File: src/rtl/dfilter_mc.sv
// dfilter_mc: multi-channel debounce / majority filter with hysteresis.
// A shared prescaler produces a sample strobe (tick). On each tick every
// channel shifts its input into a DEPTH-sample window, keeps a running count
// of ones, and moves its output only when that count crosses HI_TH / LO_TH.
// rise/fall are registered single-cycle pulses marking output transitions.
// Build option: define DFILTER_SYNC_EN to pass each input bit through a
// 2-flop synchronizer before sampling (adds 2 clk of latency).
module dfilter_mc #(
    parameter int CH    = 4,
    parameter int DIV   = 447,
    parameter int DEPTH = 7,
    parameter int HI_TH = 6,
    parameter int LO_TH = 1
) (
    input  logic          clk,
    input  logic          rst,
    input  logic [CH-1:0] indata,
    output logic [CH-1:0] out,
    output logic [CH-1:0] rise,
    output logic [CH-1:0] fall,
    output logic          tick
);

    localparam int DW = (DIV > 1) ? $clog2(DIV) : 1;
    localparam int CW = $clog2(DEPTH + 1);

    localparam logic [DW-1:0] DIV_LAST = DW'(DIV - 1);
    localparam logic [CW-1:0] HI_N     = CW'(HI_TH);
    localparam logic [CW-1:0] LO_N     = CW'(LO_TH);

    logic [DW-1:0]    div_cnt_q, div_cnt_d;
    logic             tick_raw;
    logic [CH-1:0]    s;

    logic [DEPTH-1:0] win_q [CH];
    logic [DEPTH-1:0] win_d [CH];
    logic [CW-1:0]    cnt_q [CH];
    logic [CW-1:0]    cnt_d [CH];
    logic [CH-1:0]    out_q, out_d;
    logic [CH-1:0]    rise_q, fall_q;

    // Prescaler terminal count; with DIV=1 the counter stays at 0 and ticks every cycle.
    assign tick_raw = (div_cnt_q == DIV_LAST);
    // tick is forced low while rst is held so downstream logic never sees a strobe in reset.
    assign tick     = tick_raw & ~rst;

    // Prescaler next value: wrap to 0 after DIV-1.
    always_comb begin
        div_cnt_d = div_cnt_q + DW'(1);
        if (tick_raw) begin
            div_cnt_d = '0;
        end
    end

`ifdef DFILTER_SYNC_EN
    logic [CH-1:0] sync1_q, sync2_q;

    // Two-flop synchronizer for inputs of asynchronous origin.
    always_ff @(posedge clk) begin
        if (rst) begin
            sync1_q <= '0;
            sync2_q <= '0;
        end else begin
            sync1_q <= indata;
            sync2_q <= sync1_q;
        end
    end

    assign s = sync2_q;
`else
    assign s = indata;
`endif

    // Per-channel window shift, incremental ones count and hysteresis decision.
    // The count update adds the new sample and drops the one leaving the window,
    // so it always stays within 0..DEPTH.
    always_comb begin
        out_d = out_q;
        for (int i = 0; i < CH; i++) begin
            win_d[i] = win_q[i];
            cnt_d[i] = cnt_q[i];
            if (tick_raw) begin
                win_d[i] = {win_q[i][DEPTH-2:0], s[i]};
                cnt_d[i] = cnt_q[i] + CW'(s[i]) - CW'(win_q[i][DEPTH-1]);
                if (cnt_d[i] >= HI_N) begin
                    out_d[i] = 1'b1;
                end else if (cnt_d[i] <= LO_N) begin
                    out_d[i] = 1'b0;
                end
            end
        end
    end

    // State registers; edge pulses are derived from the same edge that moves out.
    always_ff @(posedge clk) begin
        if (rst) begin
            div_cnt_q <= '0;
            for (int i = 0; i < CH; i++) begin
                win_q[i] <= '0;
                cnt_q[i] <= '0;
            end
            out_q  <= '0;
            rise_q <= '0;
            fall_q <= '0;
        end else begin
            div_cnt_q <= div_cnt_d;
            for (int i = 0; i < CH; i++) begin
                win_q[i] <= win_d[i];
                cnt_q[i] <= cnt_d[i];
            end
            out_q  <= out_d;
            rise_q <= out_d & ~out_q;
            fall_q <= ~out_d & out_q;
        end
    end

    assign out  = out_q;
    assign rise = rise_q;
    assign fall = fall_q;

endmodule

File: config.mk
export PLATFORM = sky130hd
export DESIGN_NAME = dfilter_mc
export DESIGN_NICKNAME = d
export VERILOG_FILES = /design/src/rtl/dfilter_mc.sv
export SDC_FILE = /design/constraint.sdc
export NUM_CORES = 1
export LEC_CHECK = 0
export CORE_UTILIZATION = 50
export DETAILED_ROUTE_END_ITERATION = 10
export GPL_TIMING_DRIVEN = 0
export PLACE_DENSITY = 0.81
export SETUP_SLACK_MARGIN = 0.5
export SLEW_MARGIN = 20
export SYNTH_ARGS = -nofsm -noshare
export SYNTH_HDL_FRONTEND = slang
export SYNTH_SLANG_ARGS = --single-unit
File: constraint.sdc
create_clock -name clk -period 2 [get_ports clk]
set_input_delay 0.2 -clock clk [delete_from_list [all_inputs] [get_ports clk]]
set_output_delay 0.2 -clock clk [all_outputs]
set_load 0.05 [all_outputs]
==> metrics <==
outcome=finished, final reports clean; post-synth net total=~320; n_diodes=0; fin nets=roughly 370; clock slew at reported path FFs=~0.07 ns; CTS tree=done; remaining routing DRC violations=0; Final Max Slew Viols=0; worst skew pair latency=0.34 ns; share of layout cells above drive strength 1=33.9%; max-cap violation count=0; HPWL reported at the end of detailed placement=3.32 mm; Clock Skew=0.00819 ns; Worst Path Required=roughly 2.3 ns; drt first pass iters=4; worst-path fanout max=4; worst vdd ir=about 0.5 mV; WL per Instance=~15 um; HP Class=in2reg; Final setup viols=0; initial antenna violation count=0; crit path time final=between 1.5 and 2 ns; max frequency=507 MHz; Setup crit start kind=flop; Synth-to-Final Area Change=40.1%; FF+latch count, synth=61; Int Pwr=a little under 2000 uW; first-pass GRT wire length=roughly 9.0 mm; setup TNS=0 ns; total global-route track usage=22.4%; num ports=19; Avg Inst Size Synth=between 8 and 9 um^2; Multi-input gate area=~0.0015 mm^2; post-synthesis cell type count=30; Clock Path Buffers=2; register area share after synthesis=46.7%; Starting DRT DRC Count=between 100 and 150; Gate power share=2.8%; slowest stage delay, CP=0.37 ns; fin crit share=98.7%; Die Height=~74 um; net switching power=about 520 uW; routed via count=approximately 2200; Cells after Synth=301; post-synthesis instance area=between 0.002 and 0.003 mm^2; CTS Hold Bufs=0; normalized max-slew margin=around 60%; fillcell total=330; Clock power frac=47.4%; RD Place Congestion=roughly 0.74; clk root buf=clkbuf_8; most common library cell in the layout ignoring fill and taps=nand2_1; total gr overflow=0; I/O Buffers=17; CP Capture Type=flop; clock buffer count from CTS=9; YS warnings=0; Worst-Margin Slew=approximately 0.6 ns; Chip Width=around 74 um; die area=between 0.005 and 0.006 mm^2; kind of critical path=reg2reg; largest net degree at the start of global routing=11; Crit-path slowest cell=fa_2; crit-path cells=inv_2 -> ha_4 -> inv_2 -> ha_4 -> fa_2 -> xor2_2 -> xnor2_2 -> o21ai_1 -> a31oi_1; leakage=~0.0013 uW; Power Density=about 670 mW/mm^2; core outline area=0.00488 mm^2; Reg power frac=about half; row count=25; most frequent cells in the layout=nand2_1 (72), dfxtp_1 (50), a21oi_1 (25), a21oi_2 (13), nor2_1 (13); final hold vios=0; vias in the first global route=just under 2000; final core occ=between 70% and 80%; RSZ-0062 raised after global routing=yes; Worst EP arrival=2.24 ns; CTS sink count=61; DRT antenna net count=0; CTS H-tree lvls=3; Sw Share=between 20% and 30%; Via-to-Cell Ratio=approximately 5.4; Reg area=approximately 0.0012 mm^2; Min Hold Slack=between 0.3 and 0.4 ns; Detailed Route WL=approximately 6.1 mm; Initial Util=around 54%
synth_stat cells:
cell	count	area, um^2
nand4_1	1	6.26
inv_1	19	71.3
xor2_1	2	17.5
inv_2	1	3.75
nor4_4	1	21.3
nor2_4	1	11.3
nand2b_1	1	6.26
nor3_1	14	70.1
clkbuf_1	6	22.5
nand3_1	8	40.0
xnor2_1	12	105
and4_1	1	8.76
mux2i_1	1	10.0
nor4b_2	3	45.0
nand2_1	74	278
buf_6	5	56.3
and4b_2	1	11.3
a21o_2	2	17.5
o21ai_0	5	25.0
fa_1	4	80.1
or3_1	2	12.5
a211oi_1	3	22.5
a21oi_1	38	190
buf_2	5	25.0
ha_1	10	125
nand4b_4	1	23.8
nor2_1	13	48.8
buf_4	1	7.51
dfxtp_1	61	1220
a31oi_1	5	31.3
metal layers:
layer  routed length [um]  part of all wire (%)  track usage, %
met5                    0                     0               0
met4                  201                   3.3            14.5
met3                  228                   3.7            5.01
met2                 3100                    51            36.2
met1                 2590                    42            27.1
worst max-delay path: cells and delay by family, from the launching register on:
kind | cells | cell delay (ns)
AO/OA/AOI/OAI | 2 | 0.30
XOR/XNOR | 2 | 0.41
adder cells (fa/ha/maj) | 3 | 0.77
buffers and inverters | 2 | 0.09
flip-flops | 1 | 0.34
flip-flops by register name (all words and copies together) (netlist names):
register and count:
out 4, div_cnt_q 9, win_q 28, cnt_q 12, fall 4, rise 4
logic make-up after synthesis:
| group | Yosys count | synth area share (%) |
|---|---|---|
| muxes | 1 | 0.383 |
| AOI/OAI and AO/OA | 53 | 11.0 |
| xor gates and xnor gates | 14 | 4.69 |
| adders and majority gates | 14 | 7.85 |
| DFF | 61 | 46.7 |
| and+or+nand+nor | 121 | 22.3 |
| buffers and inverters | 37 | 7.13 |
worst paths after layout:
kind | start | end | slack [ns] | cells past startpoint
worst max-delay path | cnt_q[2][0] | out[2] | 0.03 | 9
worst min-delay path | rst | div_cnt_q[4] | 0.34 | 2
worst max register to register | cnt_q[2][0] | out[2] | 0.03 | 9
worst min register to register | win_q[1][2] | win_q[1][3] | 0.45 | 2
layout make-up:
class                      count  area share [%]
inverter                      20            2.25
clock inverter                 5            2.05
buffer                        17            4.75
multi-input combinational    203            41.0
tap                           67            2.29
clock buffer                  11            3.59
sequential                    61            33.8
timing repair buffer          34            10.2
repair_timing:
item	in CTS	in global routing
buffers inserted	5	8
pin swaps	25	10
setup endpoints to repair	60	59
gates cloned	1	3
resized for setup	68	29
metrics by stage:
stage | power, uW | setup WS [ns] | std cells | instance area, um^2
floorplan | 1290 | 0.132 | 301 | 2730
global route | 2540 | -0.107 | 418 | 3660
CTS | 2470 | 0.0908 | 407 | 3440
detailed placement | 1310 | -0.342 | 385 | 2990
global placement | 1310 | -0.330 | 385 | 2990
finish | 2470 | 0.0267 | 418 | 3660
power groups by stage:
stage / Combinational [uW] / Sequential, uW / Clock [uW]
floorplan: 31.2 / 1260 / 0
finish: 69.5 / 1230 / 1170
global route: 76.6 / 1230 / 1240
detailed placement: 52.6 / 1260 / 0
CTS: 55.8 / 1230 / 1190
global placement: 51.0 / 1260 / 0
(Power assumes the default switching activity.)
